`config.mk`:
```
export PLATFORM = sky130hd
export DESIGN_NAME = id_ex_stage
export DESIGN_NICKNAME = d
export VERILOG_FILES = /design/src/rtl/id_ex_stage.sv
export SDC_FILE = /design/constraint.sdc
export NUM_CORES = 1
export LEC_CHECK = 0
export CAP_MARGIN = 20
export CORE_AREA = 2 2 149 151
export DETAILED_ROUTE_END_ITERATION = 10
export DIE_AREA = 0 0 151 153
export DONT_BUFFER_PORTS = 1
export GPL_TIMING_DRIVEN = 0
export PLACE_DENSITY = 0.55
export SYNTH_ARGS = -nofsm -noshare
export SYNTH_HDL_FRONTEND = slang
export SYNTH_SLANG_ARGS = --single-unit
```
`constraint.sdc`:
```
create_clock -name i_clk -period 2.9 [get_ports i_clk]
set_clock_uncertainty 0.1 [all_clocks]
set_input_delay 0.58 -clock i_clk [delete_from_list [all_inputs] [get_ports i_clk]]
set_output_delay 0.58 -clock i_clk [all_outputs]
set_load 0.005 [all_outputs]
```
`src/rtl/id_ex_stage.sv`:
```
// ---------------------------------------------------------------------------
// id_ex_stage
//   ID/EX pipeline register for an in-order core. It captures the decoded
//   instruction bundle and detects a load-use hazard against the instruction
//   already sitting in EX. On a hazard it inserts a bubble and counts it.
//
//   Optional feature (compile-time macro ID_EX_WB_BYPASS_EN):
//     defined   -> writeback data is forwarded into rs1/rs2 data at capture
//                  time, and the held operands are refreshed while stalled.
//     undefined -> operands always come from the register-file read ports.
//                  The writeback port is present but unused.
//
//   Update priority on every enabled edge:
//     flush > stall > load-use bubble > capture
//
// Ports
//   i_clk, i_rst_n        clock (rising edge), asynchronous active-low reset
//   i_clk_enable          global advance enable; 0 freezes every register
//   i_stall               hold request from downstream
//   i_flush               squash request (taken branch/jump)
//   i_valid               decode slot holds an instruction
//   i_pc, i_imm           decode PC and immediate
//   i_rs1/rs2/rd_addr     decoded register indices
//   i_rd_data_1/2         register-file read data
//   i_ctrl                decoded control bundle (CTRL_W bits)
//   i_wb_*                writeback port (same signals as the RF write port)
//   o_*                   registered EX-stage bundle
//   o_load_use            combinational: upstream must hold PC and IF/ID
//   o_bubble_cnt          saturating count of inserted load-use bubbles
// ---------------------------------------------------------------------------
module id_ex_stage #(
  parameter int CTRL_W     = 16,
  parameter int MEM_RD_BIT = 1
) (
  input  logic              i_clk,
  input  logic              i_rst_n,
  input  logic              i_clk_enable,
  input  logic              i_stall,
  input  logic              i_flush,
  input  logic              i_valid,
  input  logic [31:0]       i_pc,
  input  logic [31:0]       i_imm,
  input  logic [4:0]        i_rs1_addr,
  input  logic [4:0]        i_rs2_addr,
  input  logic [4:0]        i_rd_addr,
  input  logic [31:0]       i_rd_data_1,
  input  logic [31:0]       i_rd_data_2,
  input  logic [CTRL_W-1:0] i_ctrl,
  input  logic              i_wb_reg_write,
  input  logic [4:0]        i_wb_addr,
  input  logic [31:0]       i_wb_data,
  output logic              o_valid,
  output logic [31:0]       o_pc,
  output logic [31:0]       o_imm,
  output logic [4:0]        o_rs1_addr,
  output logic [4:0]        o_rs2_addr,
  output logic [4:0]        o_rd_addr,
  output logic [31:0]       o_rs1_data,
  output logic [31:0]       o_rs2_data,
  output logic [CTRL_W-1:0] o_ctrl,
  output logic              o_load_use,
  output logic [15:0]       o_bubble_cnt
);

  // Operand values loaded on a capture edge and on a stall edge.
  logic [31:0] cap_rs1_data;
  logic [31:0] cap_rs2_data;
  logic [31:0] hold_rs1_data;
  logic [31:0] hold_rs2_data;

`ifdef ID_EX_WB_BYPASS_EN
  // A write to x0 is never forwarded; requiring a non-zero address here
  // also guarantees rs=0 always reads the register-file port.
  logic wb_live;
  assign wb_live = i_wb_reg_write && (i_wb_addr != 5'd0);

  assign cap_rs1_data  = (wb_live && (i_wb_addr == i_rs1_addr)) ? i_wb_data : i_rd_data_1;
  assign cap_rs2_data  = (wb_live && (i_wb_addr == i_rs2_addr)) ? i_wb_data : i_rd_data_2;
  assign hold_rs1_data = (wb_live && (i_wb_addr == o_rs1_addr)) ? i_wb_data : o_rs1_data;
  assign hold_rs2_data = (wb_live && (i_wb_addr == o_rs2_addr)) ? i_wb_data : o_rs2_data;
`else
  assign cap_rs1_data  = i_rd_data_1;
  assign cap_rs2_data  = i_rd_data_2;
  assign hold_rs1_data = o_rs1_data;
  assign hold_rs2_data = o_rs2_data;

  // Writeback port is intentionally ignored in this build.
  logic unused_wb;
  assign unused_wb = ^{i_wb_reg_write, i_wb_addr, i_wb_data};
`endif

  // Load in EX whose destination is a source of the instruction in decode.
  // Suppressed under stall/flush so those requests keep their priority.
  assign o_load_use = i_valid && o_valid && o_ctrl[MEM_RD_BIT]
                      && (o_rd_addr != 5'd0)
                      && ((o_rd_addr == i_rs1_addr) || (o_rd_addr == i_rs2_addr))
                      && !i_stall && !i_flush;

  always_ff @(posedge i_clk or negedge i_rst_n) begin
    if (!i_rst_n) begin
      o_valid      <= 1'b0;
      o_pc         <= '0;
      o_imm        <= '0;
      o_rs1_addr   <= '0;
      o_rs2_addr   <= '0;
      o_rd_addr    <= '0;
      o_rs1_data   <= '0;
      o_rs2_data   <= '0;
      o_ctrl       <= '0;
      o_bubble_cnt <= '0;
    end else if (i_clk_enable) begin
      if (i_flush || o_load_use) begin
        // Squash and bubble both load an all-zero, invalid slot.
        o_valid    <= 1'b0;
        o_pc       <= '0;
        o_imm      <= '0;
        o_rs1_addr <= '0;
        o_rs2_addr <= '0;
        o_rd_addr  <= '0;
        o_rs1_data <= '0;
        o_rs2_data <= '0;
        o_ctrl     <= '0;
        // o_load_use already excludes flush, so only real bubbles count.
        if (o_load_use && (o_bubble_cnt != 16'hFFFF)) begin
          o_bubble_cnt <= o_bubble_cnt + 16'd1;
        end
      end else if (i_stall) begin
        o_rs1_data <= hold_rs1_data;
        o_rs2_data <= hold_rs2_data;
      end else begin
        o_valid    <= i_valid;
        o_pc       <= i_pc;
        o_imm      <= i_imm;
        o_rs1_addr <= i_rs1_addr;
        o_rs2_addr <= i_rs2_addr;
        o_rd_addr  <= i_rd_addr;
        o_rs1_data <= cap_rs1_data;
        o_rs2_data <= cap_rs2_data;
        // An empty slot must not carry control bits that could act in EX.
        o_ctrl     <= i_valid ? i_ctrl : '0;
      end
    end
  end

endmodule

```
### Word-level counts from Yosys, hierarchy flattened

Index checks and enable logic that the tools add are counted.

| word-level totals | value |
|---|---|
| bits in registers | 176 |
| latch bits | 0 |
| bits in writable memories | 0 |
| bits in read-only memories | 0 |
| bits of input ports | 203 |
| output and inout bits | 177 |
| word-level logic and storage cells | 48 |
| memories kept | 0 |

| operators by class | value |
|---|---|
| add/sub/neg operators | 1 |
| multipliers | 0 |
| divide/modulo/power cells | 0 |
| magnitude comparators | 0 |
| eq/ne operators | 4 |
| shifts and indexed selects | 0 |
| multiplexer cells | 19 |
| bitwise logic cells | 0 |
| reductions and logical operators | 14 |

Operator list:

| cell | count |
|---|---|
| $mux 32 | 8 |
| $mux 16 | 3 |
| $mux 5 | 6 |
| $add 16x1->16 const B | 1 |
| $ne 16x16->1 const B | 1 |
| $eq 5x5->1 | 2 |
| $logic_and 1x1->1 | 7 |
| $reduce_bool 5->1 | 1 |
| $reduce_and 3->1 | 1 |
| $logic_not 1->1 | 2 |
| $logic_or 1x1->1 | 2 |
| $mux 1 | 2 |
| $ne 2x1->1 const B | 1 |
| $reduce_and 2->1 | 1 |

### Longest topological paths before layout

Gate-level depths: netlist of run 1.

| logic depth | value |
|---|---|
| word-level depth | 9 |
| gate-level depth with buffers | 8 |

### Worst setup path after synthesis of run 1

No wires, ideal clock.

| timing | value |
|---|---|
| kind | input to output |
| from | in i_rs1_addr[4] |
| to | out o_load_use |
| arrival | 1183 ps |
| required time | 2220 ps |
| slack | 1037 ps |
| cell stages on the path | 5 |
| buffers on the path | 0 |
| cell sequence | xnor2_1 -> nand3_1 -> o22ai_2 -> nand2_2 -> nor2_1 |

| on the way | value |
|---|---|
| word-level cells in the longest chain between the ends | 5 |

Ends and longest elaborated chain:

| element | line | source |
|---|---|---|
| start, declared | 43 | `input logic [4:0] i_rs1_addr,` |
| $eq 5x5->1 | 96 | `&& ((o_rd_addr == i_rs1_addr) \|\| (o_rd_addr == i_rs2_addr))` |
| $logic_or 1x1->1 | 96 |  |
| $logic_and 1x1->1 | 96 |  |
| $logic_and 1x1->1 (2 in a row) | 97 | `&& !i_stall && !i_flush;` |
| end, declared | 61 | `output logic o_load_use,` |

No other way between the ends.

### Final worst setup path of run 1

| timing | value |
|---|---|
| from | reg o_rd_addr[4] |
| to | out o_load_use |

| on the way | value |
|---|---|
| word-level cells in the longest chain between the ends | 5 |
| elaborated cells on any way between the ends | 8 |
| classes of those cells | 2 x eq/ne; 6 x reduce/logical |

Ends and longest elaborated chain:

| element | line | source |
|---|---|---|
| start, declared | 57 | `output logic [4:0] o_rd_addr,` |
| start signal, assigned | 136 | `o_rd_addr <= i_rd_addr;` |
| $eq 5x5->1 / $reduce_bool 5->1 (equally long branches) | 96, 95 |  |
| $logic_or 1x1->1 / $logic_and 1x1->1 (equally long branches) | 96, 95 |  |
| $logic_and 1x1->1 (*) | 96 |  |
| $logic_and 1x1->1 (*) (2 in a row) | 97 |  |

Every way passes the cells marked *; elsewhere a longest branch is shown, timed or not.

==> results of run 1 <==
[state kept, by name (all words and copies together), names as in the netlist]
register and cells:
o_bubble_cnt 16, o_ctrl 16, o_imm 32, o_pc 32, o_rd_addr 5, o_rs1_addr 5
o_rs1_data 32, o_rs2_addr 5, o_rs2_data 32, o_valid 1
[cell type report]
type	instances	area, µm²
Sequential cell	176	4400
Fill cell	2183	13400
Clock inverter	12	176
Clock buffer	19	443
Multi-Input combinational cell	552	2500
Inverter	3	11.3
Antenna cell	2	5.00
Tap cell	280	350
Buffer	51	223
[cells in the final DEF (no fill, tap or decap), types with 3 or more instances in the layout]
cell and n:
sky130_fd_sc_hd__nand2_1 327, sky130_fd_sc_hd__inv_8 4, sky130_fd_sc_hd__clkbuf_16 17, sky130_fd_sc_hd__clkinv_4 3
sky130_fd_sc_hd__nor2_1 5, sky130_fd_sc_hd__clkbuf_1 36, sky130_fd_sc_hd__buf_2 5, sky130_fd_sc_hd__dfrtp_1 176
sky130_fd_sc_hd__xnor2_1 23, sky130_fd_sc_hd__clkbuf_2 8, sky130_fd_sc_hd__nand3_1 10, sky130_fd_sc_hd__and3_1 3
sky130_fd_sc_hd__o21ai_0 160, sky130_fd_sc_hd__nand4_1 8, sky130_fd_sc_hd__bufinv_16 3, sky130_fd_sc_hd__inv_1 3
[final timing paths]
path                                start       endpoint  depth (start not counted)
setup / recovery             o_rd_addr[4]     o_load_use                          5
hold / removal                    i_rst_n      o_ctrl[0]                          0
setup reg to reg             o_rd_addr[4]   o_rd_addr[1]                          8
hold reg to reg                 o_imm[12]      o_imm[12]                          2
max in group asynchronous         i_rst_n  o_rs2_addr[2]                          0
min in group i_clk         i_rd_data_1[6]  o_rs1_data[6]                          2
[metrics by stage]
step                instance area (µm²)  std cells  power (W)  hold slack [ns]  utilization [%]
floorplan                          7130        782    0.00313            0.184                -
global placement                   7480       1062    0.00330            0.188             34.8
detailed placement                 7480       1062    0.00331            0.188             34.8
CTS                                8100       1093    0.00578           -0.273             37.7
global route                       8100       1093    0.00598           -0.283             37.7
finish                             8110       1095    0.00570           -0.250             37.7
[metal layers]
layer  share of wire, %  wire [µm]
met1                 39       8520
met3                 11       2300
met4                1.5        317
met5                  0          0
met2                 49      10600
[synth_stat cells (2+ instances only)]
cell	count	area share (%)
sky130_fd_sc_hd__dfrtp_1	176	62
sky130_fd_sc_hd__clkbuf_1	35	1.8
sky130_fd_sc_hd__and3_1	3	0.26
sky130_fd_sc_hd__nand4_1	8	0.70
sky130_fd_sc_hd__inv_1	3	0.16
sky130_fd_sc_hd__xor2_1	2	0.25
sky130_fd_sc_hd__clkbuf_2	8	0.56
sky130_fd_sc_hd__o21ai_0	160	11
sky130_fd_sc_hd__buf_6	2	0.32
sky130_fd_sc_hd__nand2_1	327	17
sky130_fd_sc_hd__nand2_2	2	0.18
sky130_fd_sc_hd__nand3_1	10	0.70
sky130_fd_sc_hd__nor2_1	5	0.26
sky130_fd_sc_hd__buf_2	5	0.35
sky130_fd_sc_hd__xnor2_1	23	2.8
sky130_fd_sc_hd__and2_1	2	0.18
sky130_fd_sc_hd__nor3_1	2	0.14
[power breakdown]
part / leakage [nW] / switching, W / total (W) / internal (W)
Clock: 0.297 / 0.00105 / 0.00245 / 0.00141
Sequential: 2.32 / 0.000207 / 0.00287 / 0.00266
Combinational: 0.993 / 0.000246 / 0.000377 / 0.000131
Total: 3.61 / 0.00150 / 0.00570 / 0.00420
[critical path, cell delays in order (launching register included)]
cell                      delay (ns)
sky130_fd_sc_hd__dfrtp_1        0.50
sky130_fd_sc_hd__xnor2_1        0.28
sky130_fd_sc_hd__nand3_1        0.12
sky130_fd_sc_hd__o22ai_2        0.21
sky130_fd_sc_hd__nand2_2        0.11
sky130_fd_sc_hd__nor2_1         0.16
[logic make-up (layout without fill, tap and decap cells)]
family                     Yosys count  after routing  share of synthesized area, %
adders and majority gates            1              1                         0.175
other                                0              2                             0
muxes                                1              1                         0.158
AOI/OAI and AO/OA                  165            165                          11.9
buffers and inverters               54             85                          3.28
xor gates and xnor gates            25             25                          3.07
and+or+nand+nor                    360            360                          19.7
DFF                                176            176                          61.7
==> reports/results.txt, run 1 <==
The flow ran to the end, but the final reports show violations. The checks that failed: negative hold slack. The share of synthesized registers carrying an async set or reset works out to 100%. The share of the clock period used by the worst path after layout was 85.5%; the fraction of final layout cells sized beyond drive strength 1 was 6.27%. The run gives 5620 as the number of global-route vias before repair. The top achievable clock speed came out at 404 MHz.

Counting every net in the synthesized netlist gives 986. The tightest min-delay check is of the in2async type. After detailed routing, the number of vias per cell comes to 4.84. The worst setup path is captured at an output port. Compared with the post-synthesis result, the final layout area differs by 13.7%.

The run gives 0 as the number of synthesis warnings. A synthesized cell averages 9.12 µm². The logs give 380 for the number of I/O pins and 0 ns for the setup TNS. Sequential elements use 61.7% of the synthesized area. The worst slack on hold paths is -0.250 ns. The detail route stage leaves a number of antenna-violating nets equal to 0. At the end of routability-driven placement, the weighted congestion stood at 0.798. Prior to clock tree synthesis, the placed netlist has a worst setup slack of 0.0756 ns.

Measured along the y axis, the die boundary spans 153 µm. For the initial antenna violation count, the log shows 2. After detailed routing, the average wire length per cell comes to 19.8 µm. For the data arrival time of the critical path, the log shows 1.80 ns.

Counting flops with a built-in enable in the synthesized netlist gives 0. The tools report the cell area after synthesis as 7130 µm². The run gives 17 as the number of buffers added by the clock tree synthesis step. The die covers 23100 µm². The global routing met2 resource utilization came out at 31.1%. The setup check on the worst reg-to-reg path leaves a slack of 0.54 ns.

The clock passes through at most 2 buffers. Synthesis inferred 176 register bits. Of all nets on the critical path, the largest fanout is 5. The total routed wirelength was 21700 µm; the number of buffers added on ports was 0.

Summed over all cells, the static leakage comes to 3.61 nW. The worst-case setup margin in the final layout is 0.422 ns, and the endpoint required time on the critical path is 2.22 ns. Setup repair after global routing left no endpoint under its margin. For this run, the detailed router's first-pass iteration total came to 4. VDD sags by at most 0.294 mV. The tools report the critical path launch point type as a register.

The cell at the root of the clock tree was sky130_fd_sc_hd__clkbuf_16. Max-cap violations in this run came to 0. Global routing consumed, on the met3 layer, 8.33% of the routing resources. Clock latency on the worst-skew pair, taken at its later pin, is 0.41 ns. TritonCTS built the clock tree. The critical path start-end classification was reg2out. Setup violations remaining at the end of the flow were counted as 0. The tools report the post-route DRC violation count as 0. Total number of vias: 5296. The logs give 18.8% for the total global routing track utilization and 0 for the number of buffers inserted to repair setup after CTS. Counting every sink on the clock net gives 176. The first global-routing pass estimated 33000 µm of wire. Post-CTS repair changed the size of 0 cells. The initialized floorplan defines 54 standard-cell rows. The DRC marker count from the first detailed-route iteration was 312; the measured slew at the worst slew-check pin was 0.869 ns.

The met1 layer usage reported by global route was 22.3%; the clock edge transition at the registers on the reported setup and hold paths was 0.07 ns. The shortest period the worst path allows was 2.48 ns. Maximum number of pins on one net before global-route repair: 177.

Layer with the highest usage: met2. The core region is 21500 µm². Most frequently used flop master after synthesis: sky130_fd_sc_hd__dfrtp_1. After global routing the overflow that remains totals 0.

For the gate count after technology mapping, the log shows 782. The tools report the number of max-slew violations in the final report as 0. The post-detailed-placement half-perimeter wirelength is 15400 µm. From left edge to right edge, the die measures 151 µm. For this configuration, the core starts out at a cell density of 33.2%.

Dividing total power by cell area gives a power density of 703 nW/µm². The run gives 1005 as the net total in the final layout. In this run, distinct cell masters in the synthesized netlist total 26.

The worst pin sits at a relative slew slack of 41.7%. The H-tree was split into 4 levels. The number of hold-slack violations in the final timing report is 176.
Power figures use the tool's default switching activity.
==> run 2, diff against run 1 <==
CORE_AREA = 2 2 146 148   (was 2 2 149 151)
DIE_AREA = 0 0 148 150   (was 0 0 151 153)
PLACE_DENSITY = 0.57   (was 0.55)
==> reports/results.txt, run 2 (synthesized netlist as in run 1, its figures left out) <==
The logs give 22200 µm² (was 23100 µm²) for the full die area and 0.347 mV (was 0.294 mV) for the maximum vdd drop. The initial antenna violation count is 1 (was 2). The total routed wirelength is 21100 µm (was 21700 µm). Violations in the final reports: negative hold slack (unchanged). The total core area came out at 20700 µm² (was 21500 µm²). The final global-route overflow total was 0 (unchanged); the data arrival time of the critical path was 1.78 ns (was 1.80 ns). The most common library cell in the layout ignoring fill and taps is sky130_fd_sc_hd__nand2_1 (unchanged). Initial standard-cell utilization of the core: 34.5% (was 33.2%). The vias per cell is 4.95 (was 4.84), and the floorplan die height is 150 µm (was 153 µm). The tools report the post-route DRC violation count as 0 (unchanged). The number of violations of the max-capacitance limit is 0 (unchanged), and the total global routing track utilization is 18.5% (was 18.8%). The maximum fanout count along the critical path came out at 5 (unchanged). Setup repair after global routing left no endpoint under its margin. Reported leakage power: 3.61 nW (about the same).

The average wire per standard cell was 19.4 µm (was 19.8 µm); the post-detailed-placement half-perimeter wirelength was 15200 µm (was 15400 µm). The tools report the sum of internal, switching and leakage power as 0.00557 W (was 0.00570 W). The maximum number of pins on one net before global-route repair is 177 (unchanged), and the shortest period the worst path allows is 2.46 ns (was 2.48 ns). The path category of the worst min-delay check was in2async (unchanged).

The post-CTS resize count was 0 (unchanged). The measured slew at the worst slew-check pin is 0.862 ns (was 0.869 ns), and the iteration count of the initial detailed-routing pass is 4 (unchanged). The run gives 5392 (was 5296) as the total number of vias. The relative slew slack is 42.1% (was 41.7%), and the share of the clock period used by the worst path after layout is 84.7% (was 85.5%). The net total in the final layout came out at 1005 (unchanged). The logs give 0 (unchanged) for the number of buffers inserted to repair setup after CTS and 2 (unchanged) for the maximum clock insertion buffer count. The fraction of final layout cells sized beyond drive strength 1 is 6.51% (was 6.27%). The number of I/O pins is 380 (unchanged). The tools report the placer congestion estimate as 0.808 (was 0.798). The clock latency reported for the late side of the worst-skew pair was 0.42 ns (was 0.41 ns); the global-route wire length before repair was 31600 µm (was 33000 µm). The tools report the nature of the critical path endpoint as an output port (unchanged). The setup violation total in the final timing report came out at 0 (unchanged). The number of global-route vias before repair was 5356 (was 5620); the synthesis-to-layout area growth was 13.1% (was 13.7%). TritonCTS built the clock tree. The tools report the critical path launch point type as a register (unchanged). The run gives 176 (unchanged) as the number of hold-slack violations in the final timing report. The run gives 176 (unchanged) as the clock sink count. Most used cells in the layout excluding fill and tap cells: sky130_fd_sc_hd__nand2_1 (327), sky130_fd_sc_hd__dfrtp_1 (176), sky130_fd_sc_hd__o21ai_0 (160) (unchanged).

The number of buffers added by the clock tree synthesis step was 17 (unchanged); the number of H-tree levels was 4 (unchanged). The top achievable clock speed is 407 MHz (was 404 MHz), and the worst-case setup margin in the final layout is 0.444 ns (was 0.422 ns). The run finished, with violations left. The logs give 53 (was 54) for the number of cell rows and -0.248 ns (was -0.250 ns) for the worst slack on hold paths. The number of nets still failing antenna checks after routing came out at 0 (unchanged).

The critical path start-end classification was reg2out (unchanged). The clock edge transition at the registers on the reported setup and hold paths is 0.07 ns (about the same). The endpoint required time on the critical path is 2.22 ns (about the same). The number of buffers added on ports was 0 (unchanged); the setup TNS was 0 ns (unchanged). The number of max-slew violations in the final report is 0 (unchanged). The tools report the cell at the root of the clock tree as sky130_fd_sc_hd__clkbuf_16 (unchanged).

For the DRC marker count from the first detailed-route iteration, the log shows 246 (was 312). Areal power density over the cells: 690 nW/µm² (was 703 nW/µm²). The width of the die is 148 µm (was 151 µm), and the worst slack at placement is 0.213 ns (was 0.0756 ns).
run 2: cell types whose count changed in the layout (fill, tap and decap cells not counted), sizes merged:
cell	before	now
inv	7	13
clkinvlp	2	0
bufinv	3	1
clkinv	3	4
diode	2	1
clkbuf	62	60
run 2: layout make-up:
class                   count  area, µm²
fillers                  2157      12600
plain buffers              51        223
diodes                      1       2.50
multi-input cells         552       2500
flip-flops and latches    176       4400
clock inverters            15        163
clock buffers              17        425
inverters                   3       11.3
well taps                 275        344
run 2: worst max-delay path: stages, from the launching register on:
cell	delay, ns
sky130_fd_sc_hd__dfrtp_1	0.50
sky130_fd_sc_hd__xnor2_1	0.26
sky130_fd_sc_hd__nand3_1	0.12
sky130_fd_sc_hd__o22ai_2	0.21
sky130_fd_sc_hd__nand2_2	0.11
sky130_fd_sc_hd__nor2_1	0.16
run 2: path summary, 6_finish.rpt:
path                                     start              end  slack, ns  cells after the start
worst min-delay path                   i_rst_n  o_bubble_cnt[5]      -0.25                      0
max in group asynchronous              i_rst_n   o_rs2_data[15]       2.74                      0
worst max-delay path              o_rd_addr[4]       o_load_use       0.44                      5
worst min register to register      o_ctrl[14]       o_ctrl[14]       0.41                      2
min in group i_clk              i_rd_data_1[1]    o_rs1_data[1]       0.18                      2
worst max register to register    o_rd_addr[4]    o_rs2_addr[0]       0.60                      8
run 2: metrics by stage:
step | hold slack, ns | cells | instance area (µm²) | utilization (%)
floorplan | 0.184 | 782 | 7130 | -
global placement | 0.188 | 1057 | 7480 | 36.1
detailed placement | 0.188 | 1057 | 7480 | 36.1
CTS | -0.280 | 1089 | 8070 | 39.0
global route | -0.283 | 1089 | 8070 | 39.0
finish | -0.248 | 1090 | 8070 | 39.0
run 2: power by group:
group / leakage [nW] / switching, W / internal (W)
clock network: 0.294 / 0.00110 / 0.00123
logic: 0.993 / 0.000244 / 0.000131
registers: 2.32 / 0.000202 / 0.00266
run 2: metal layers:
layer	up-vias	track usage, %	part of all wire, %
met5	-	0	0
li1	2575	-	-
met2	214	30.0	48
met3	18	8.02	9.8
met4	0	5.10	1.5
met1	2585	22.4	41
